$ cat src/rtl/key_pkg.sv
// Shared types and default timing constants for the push-button front-end.
// Latency: n/a (package). Backpressure: n/a.
// Contents: play_mode_t (AudDSP mode), k2_state_t (key-2 press FSM), default timing, mode rotation helper.
package key_pkg;

    typedef enum logic [1:0] {
        FAST       = 2'd0,
        SLOW_CONST = 2'd1,
        SLOW_LIN   = 2'd2
    } play_mode_t;

    typedef enum logic [1:0] {
        K_IDLE = 2'd0,
        K_HELD = 2'd1,
        K_LONG = 2'd2
    } k2_state_t;

    // 10 ms debounce and 1 s long-press at a 50 MHz system clock
    localparam int DEF_DEB_CYCLES  = 500000;
    localparam int DEF_LONG_CYCLES = 50000000;
    localparam int DEF_CNT_W       = 26;
    localparam int DEF_SPEED_MAX   = 8;

    // FAST -> SLOW_CONST -> SLOW_LIN -> FAST
    function automatic play_mode_t next_mode(input play_mode_t m);
        case (m)
            FAST:       return SLOW_CONST;
            SLOW_CONST: return SLOW_LIN;
            default:    return FAST;
        endcase
    endfunction

endpackage

$ cat src/rtl/key_debounce.sv
// Two-flop synchroniser plus debounce counter for one active-low push-button.
// Latency: raw edge to stable flip and strobe = 2 + DEB_CYCLES cycles. Backpressure: none (free-running strobes).
// Ports: i_clk, i_rst (async high), i_key_n (raw, low = pressed); o_stable (debounced level), o_press / o_release (1-cycle strobes).
module key_debounce
    import key_pkg::*;
#(
    parameter int DEB_CYCLES = DEF_DEB_CYCLES,
    parameter int CNT_W      = DEF_CNT_W
) (
    input  logic i_clk,
    input  logic i_rst,
    input  logic i_key_n,
    output logic o_stable,
    output logic o_press,
    output logic o_release
);

    localparam logic [CNT_W-1:0] DEB_LAST = CNT_W'(DEB_CYCLES - 1);

    logic             r_sync_0;
    logic             r_sync_1;
    logic             r_stable;
    logic [CNT_W-1:0] r_cnt;
    logic             r_press;
    logic             r_release;

    always_ff @(posedge i_clk or posedge i_rst) begin
        if (i_rst) begin
            r_sync_0  <= 1'b1;
            r_sync_1  <= 1'b1;
            r_stable  <= 1'b1;
            r_cnt     <= '0;
            r_press   <= 1'b0;
            r_release <= 1'b0;
        end else begin
            r_sync_0  <= i_key_n;
            r_sync_1  <= r_sync_0;
            r_press   <= 1'b0;
            r_release <= 1'b0;
            if (r_sync_1 != r_stable) begin
                if (r_cnt == DEB_LAST) begin
                    // Level has differed for DEB_CYCLES consecutive cycles: accept it.
                    r_stable  <= r_sync_1;
                    r_cnt     <= '0;
                    r_press   <= r_stable;   // was released, now pressed
                    r_release <= ~r_stable;  // was pressed, now released
                end else begin
                    r_cnt <= r_cnt + 1'b1;
                end
            end else begin
                // Any return to the accepted level restarts the qualification window.
                r_cnt <= '0;
            end
        end
    end

    assign o_stable  = r_stable;
    assign o_press   = r_press;
    assign o_release = r_release;

endmodule

$ cat src/rtl/key_ctrl.sv
// Debounced key front-end: press pulses for keys 0/1, short/long key-2 handling, speed and mode registers.
// Latency: raw edge to o_key_0/1 = 2 + DEB_CYCLES + 1 cycles; key-2 release to o_key_2 likewise. Backpressure: none.
// Ports: i_clk, i_rst (async high), i_key_{0,1,2}_n raw buttons, i_lock freezes speed/mode; o_key_{0,1,2} pulses, o_speed, o_mode.
module key_ctrl
    import key_pkg::*;
#(
    parameter int DEB_CYCLES  = DEF_DEB_CYCLES,
    parameter int LONG_CYCLES = DEF_LONG_CYCLES,
    parameter int CNT_W       = DEF_CNT_W,
    parameter int SPEED_MAX   = DEF_SPEED_MAX
) (
    input  logic       i_clk,
    input  logic       i_rst,
    input  logic       i_key_0_n,
    input  logic       i_key_1_n,
    input  logic       i_key_2_n,
    input  logic       i_lock,
    output logic       o_key_0,
    output logic       o_key_1,
    output logic       o_key_2,
    output logic [3:0] o_speed,
    output logic [1:0] o_mode
);

    localparam logic [CNT_W-1:0] HOLD_LAST = CNT_W'(LONG_CYCLES - 1);
    localparam logic [3:0]       SPD_MAX   = 4'(SPEED_MAX);

    logic w_stable_0, w_press_0, w_release_0;
    logic w_stable_1, w_press_1, w_release_1;
    logic w_stable_2, w_press_2, w_release_2;
    logic w_unused;

    key_debounce #(.DEB_CYCLES(DEB_CYCLES), .CNT_W(CNT_W)) u_deb_0 (
        .i_clk(i_clk), .i_rst(i_rst), .i_key_n(i_key_0_n),
        .o_stable(w_stable_0), .o_press(w_press_0), .o_release(w_release_0)
    );
    key_debounce #(.DEB_CYCLES(DEB_CYCLES), .CNT_W(CNT_W)) u_deb_1 (
        .i_clk(i_clk), .i_rst(i_rst), .i_key_n(i_key_1_n),
        .o_stable(w_stable_1), .o_press(w_press_1), .o_release(w_release_1)
    );
    key_debounce #(.DEB_CYCLES(DEB_CYCLES), .CNT_W(CNT_W)) u_deb_2 (
        .i_clk(i_clk), .i_rst(i_rst), .i_key_n(i_key_2_n),
        .o_stable(w_stable_2), .o_press(w_press_2), .o_release(w_release_2)
    );

    // Keys 0/1 only report presses; their level and release strobe are not needed here.
    assign w_unused = ^{w_stable_0, w_release_0, w_stable_1, w_release_1};

    k2_state_t        r_state;
    logic [CNT_W-1:0] r_hold;
    logic             r_key_0;
    logic             r_key_1;
    logic             r_key_2;
    logic [3:0]       r_speed;
    play_mode_t       r_mode;

    always_ff @(posedge i_clk or posedge i_rst) begin
        if (i_rst) begin
            r_state <= K_IDLE;
            r_hold  <= '0;
            r_key_0 <= 1'b0;
            r_key_1 <= 1'b0;
            r_key_2 <= 1'b0;
            r_speed <= 4'd1;
            r_mode  <= FAST;
        end else begin
            r_key_0 <= w_press_0;
            r_key_1 <= w_press_1;
            r_key_2 <= 1'b0;
            case (r_state)
                K_IDLE: begin
                    if (w_press_2) begin
                        r_state <= K_HELD;
                        r_hold  <= '0;
                    end
                end
                K_HELD: begin
                    // Reaching the long threshold wins over a release in the same cycle.
                    if (r_hold == HOLD_LAST) begin
                        r_state <= K_LONG;
                        if (!i_lock) begin
                            r_mode  <= next_mode(r_mode);
                            r_speed <= 4'd1;
                        end
                    end else if (w_release_2) begin
                        r_state <= K_IDLE;
                        r_key_2 <= 1'b1;
                        if (!i_lock) begin
                            r_speed <= (r_speed == SPD_MAX) ? 4'd1 : r_speed + 4'd1;
                        end
                    end else begin
                        r_hold <= r_hold + 1'b1;
                    end
                end
                K_LONG: begin
                    // Wait on the level, not the strobe: the release may coincide with the long action.
                    if (w_stable_2) begin
                        r_state <= K_IDLE;
                    end
                end
                default: r_state <= K_IDLE;
            endcase
        end
    end

    assign o_key_0 = r_key_0;
    assign o_key_1 = r_key_1;
    assign o_key_2 = r_key_2;
    assign o_speed = r_speed;
    assign o_mode  = r_mode;

endmodule

$ cat config.mk
export PLATFORM = sky130hd
export DESIGN_NAME = key_ctrl
export DESIGN_NICKNAME = d
export VERILOG_FILES = /design/src/rtl/key_pkg.sv /design/src/rtl/key_debounce.sv /design/src/rtl/key_ctrl.sv
export SDC_FILE = /design/constraint.sdc
export NUM_CORES = 1
export LEC_CHECK = 0
export CAP_MARGIN = 20
export CORE_MARGIN = 3
export CORE_UTILIZATION = 38
export DETAILED_ROUTE_END_ITERATION = 12
export DONT_BUFFER_PORTS = 1
export GPL_TIMING_DRIVEN = 0
export PLACE_DENSITY = 0.5
export SLEW_MARGIN = 10
export SYNTH_ARGS = -nofsm -noshare
export SYNTH_HDL_FRONTEND = slang
export SYNTH_HIERARCHICAL = 1
export SYNTH_SLANG_ARGS = --single-unit
$ cat constraint.sdc
create_clock -name i_clk -period 2.4 [get_ports i_clk]
set_clock_uncertainty 0.05 [all_clocks]
set_input_delay 0.6 -clock i_clk [delete_from_list [all_inputs] [get_ports i_clk]]
set_output_delay 0.6 -clock i_clk [all_outputs]
set_load 0.01 [all_outputs]
==> summary.md <==
| Metric | Value |
|---|---|
| Final #Nets | 721 |
| Die H | 138 um |
| Post-Syn Nets | 692 |
| Measured slew at the worst slew-check pin | 652 ps |
| Routed Antenna Nets | 0 |
| P&R area growth vs syn | 15.8% |
| Routability cong. | 0.796 |
| WHS | 43.0 ps |
| Crit end category | flop |
| Initial antenna violation count | 0 |
| Synth Cell Area | 6660 um2 |
| H-tree depth | 4 |
| Fin. Hold Viols | 0 |
| Clock slew at reported path FFs | 60 ps |
| FP Rows | 47 |
| YS warnings | 6 |
| WP data required | 2650 ps |
| Fill count | 1586 |
| Final Cycle Share | 93.5% |
| I/O pin total | 15 |
| Leakage | 0.00327 uW |
| Status | complete, no violations |
| Max IR drop VDD | 0.532 mV |
| # port buffers | 0 |
| CTS Buf Count | 17 |
| Crit-path cells | ha_1 -> and3_1 -> nand2_2 -> o31a_1 -> clkbuf_4 -> and3_1 -> a211o_1 |
| Area of the die | 19100 um2 |
| Largest net degree at the start of global routing | 36 |
| DR pass1 iterations | 4 |
| Grt ovf | 0 |
| Vias | 5325 |
| Crit path DAT | 2490 ps |
| Clk sinks | 128 |
| Pwr Density | 646 nW/um2 |
| Maxcap violations | 0 |
| Synth Area per Inst | 9.79 um2 |
| Drt drc | 0 |
| Overall routing resource usage | 16.4% |
| Total design power | 4980 uW |
| Core Area | 16900 um2 |
| Crit path kind | reg2reg |
| Layout cells sized above 1 | 14.3% |
| Vias/cell | 5.65 |
| Setup TNS | 0 ps |
| Crit path max fanout | 10 |
| Cells after Synth | 680 |
| Post-DP HPWL | 10.6 mm |
| RSZ-0062 raised after global routing | false |
| Die width | 138 um |
| Clock Path Buffers | 2 |
| ANT cells | 0 |
| Starting density of the core | 39.4% |
| # setup viols final | 0 |
| First-pass GRT wire length | 25.9 mm |
| Slew headroom | 56.5% |
| CP peak stage delay | 430 ps |
| Hold crit path type | in2async |
| Fmax achieved | 446 MHz |
| Routed WL per cell | 16.3 um |
| Worst-Skew Late Latency | 420 ps |
| Vias in the first global route | 5086 |
| WL final | 15.3 mm |
| Startpoint types | flop |
| CTS tree | built |
| Drt initial violations | 401 |
| Worst path slowest cell | dfrtp_1 |
| Clock root cell | clkbuf_16 |
| Slew Viols, Final | 0 |
| Most frequent CP cell | and3_1 |
| Post-layout min period | 2240 ps |
layout by cell type (no fill, tap or decap), types with 6 or more instances in the layout:
cell type	instances
dfrtp_1	118
clkbuf_1	10
inv_1	14
or4_1	23
dfstp_2	10
buf_4	6
nor4_1	11
clkinvlp_4	7
xnor2_1	11
nand4b_1	6
a31oi_1	6
a21oi_1	38
nand4_1	41
or3_1	13
a21oi_2	6
ha_1	6
a211o_1	11
nor3_1	17
xor2_1	35
clkbuf_16	17
buf_2	16
and3_1	25
nand2_1	47
o31ai_1	21
nand3_1	35
nor2_1	57
and4_1	7
o21ai_0	23
state kept, by name (all words and copies together) (netlist names), 2 cells and up:
register and flops:
u_deb_0/r_cnt 26, o_speed 4, r_hold 26, o_mode 2
u_deb_2/r_cnt 26, u_deb_1/r_cnt 26, r_state 2
through the flow:
step,std cells,utilization [%],worst slack (ps),area (um2)
3_3_place_gp,900,41.1,53.5,6930
5_1_grt,942,45.7,15.0,7710
2_1_floorplan,680,-,405,6660
6_report,942,45.7,156,7710
3_5_place_dp,904,41.7,2.85,7030
4_1_cts,938,45.4,92.0,7660
final timing paths:
path	start	end	slack (ps)	cells past startpoint
max reg2reg	r_hold[0]	r_hold[13]	160	7
min	i_rst	u_deb_1/r_cnt[8]	40	1
min in group i_clk	i_key_1_n	u_deb_1/r_sync_0	130	0
max	r_hold[0]	r_hold[13]	160	7
min reg2reg	u_deb_0/o_press	o_key_0	300	0
max in group asynchronous	i_rst	o_speed[0]	1390	3
worst max-delay path: cells and delay by family (launching register included):
family / cells / cell delay, ps
compound gates: 2 / 600
fa+ha+maj: 1 / 230
buf+inv: 1 / 220
flops: 1 / 430
simple gates: 3 / 600
cell type report:
| class | instances | area [um2] | share of cell area, % |
|---|---|---|---|
| timing repair buffer | 10 | 150 | 1.95 |
| inverter | 16 | 60.1 | 0.779 |
| sequential | 128 | 3220 | 41.7 |
| clock inverter | 15 | 186 | 2.42 |
| tap | 220 | 275 | 3.57 |
| clock buffer | 17 | 425 | 5.52 |
| multi-input combinational | 506 | 3250 | 42.1 |
| buffer | 30 | 148 | 1.91 |
report_power, final:
group	switching, uW	internal [uW]
sequential	14.2	2180
combinational	85.0	37.9
clock	1020	1640
total	1120	3860
layer usage:
layer	global-route usage, %	vias to the layer above	wire length (um)
met5	0	-	0
met4	5.82	0	213
met3	3.90	17	528
met2	25.2	80	7070
met1	22.7	2620	7530
li1	-	2608	-
what timing repair did:
item,in CTS,in global routing
pin swaps,1,1
buffers inserted,1,4
hold buffers,1,0
gates resized for setup,0,4
setup endpoints to repair,2,24
hold endpoints to repair,2,0
Power figures use the tool's default switching activity.
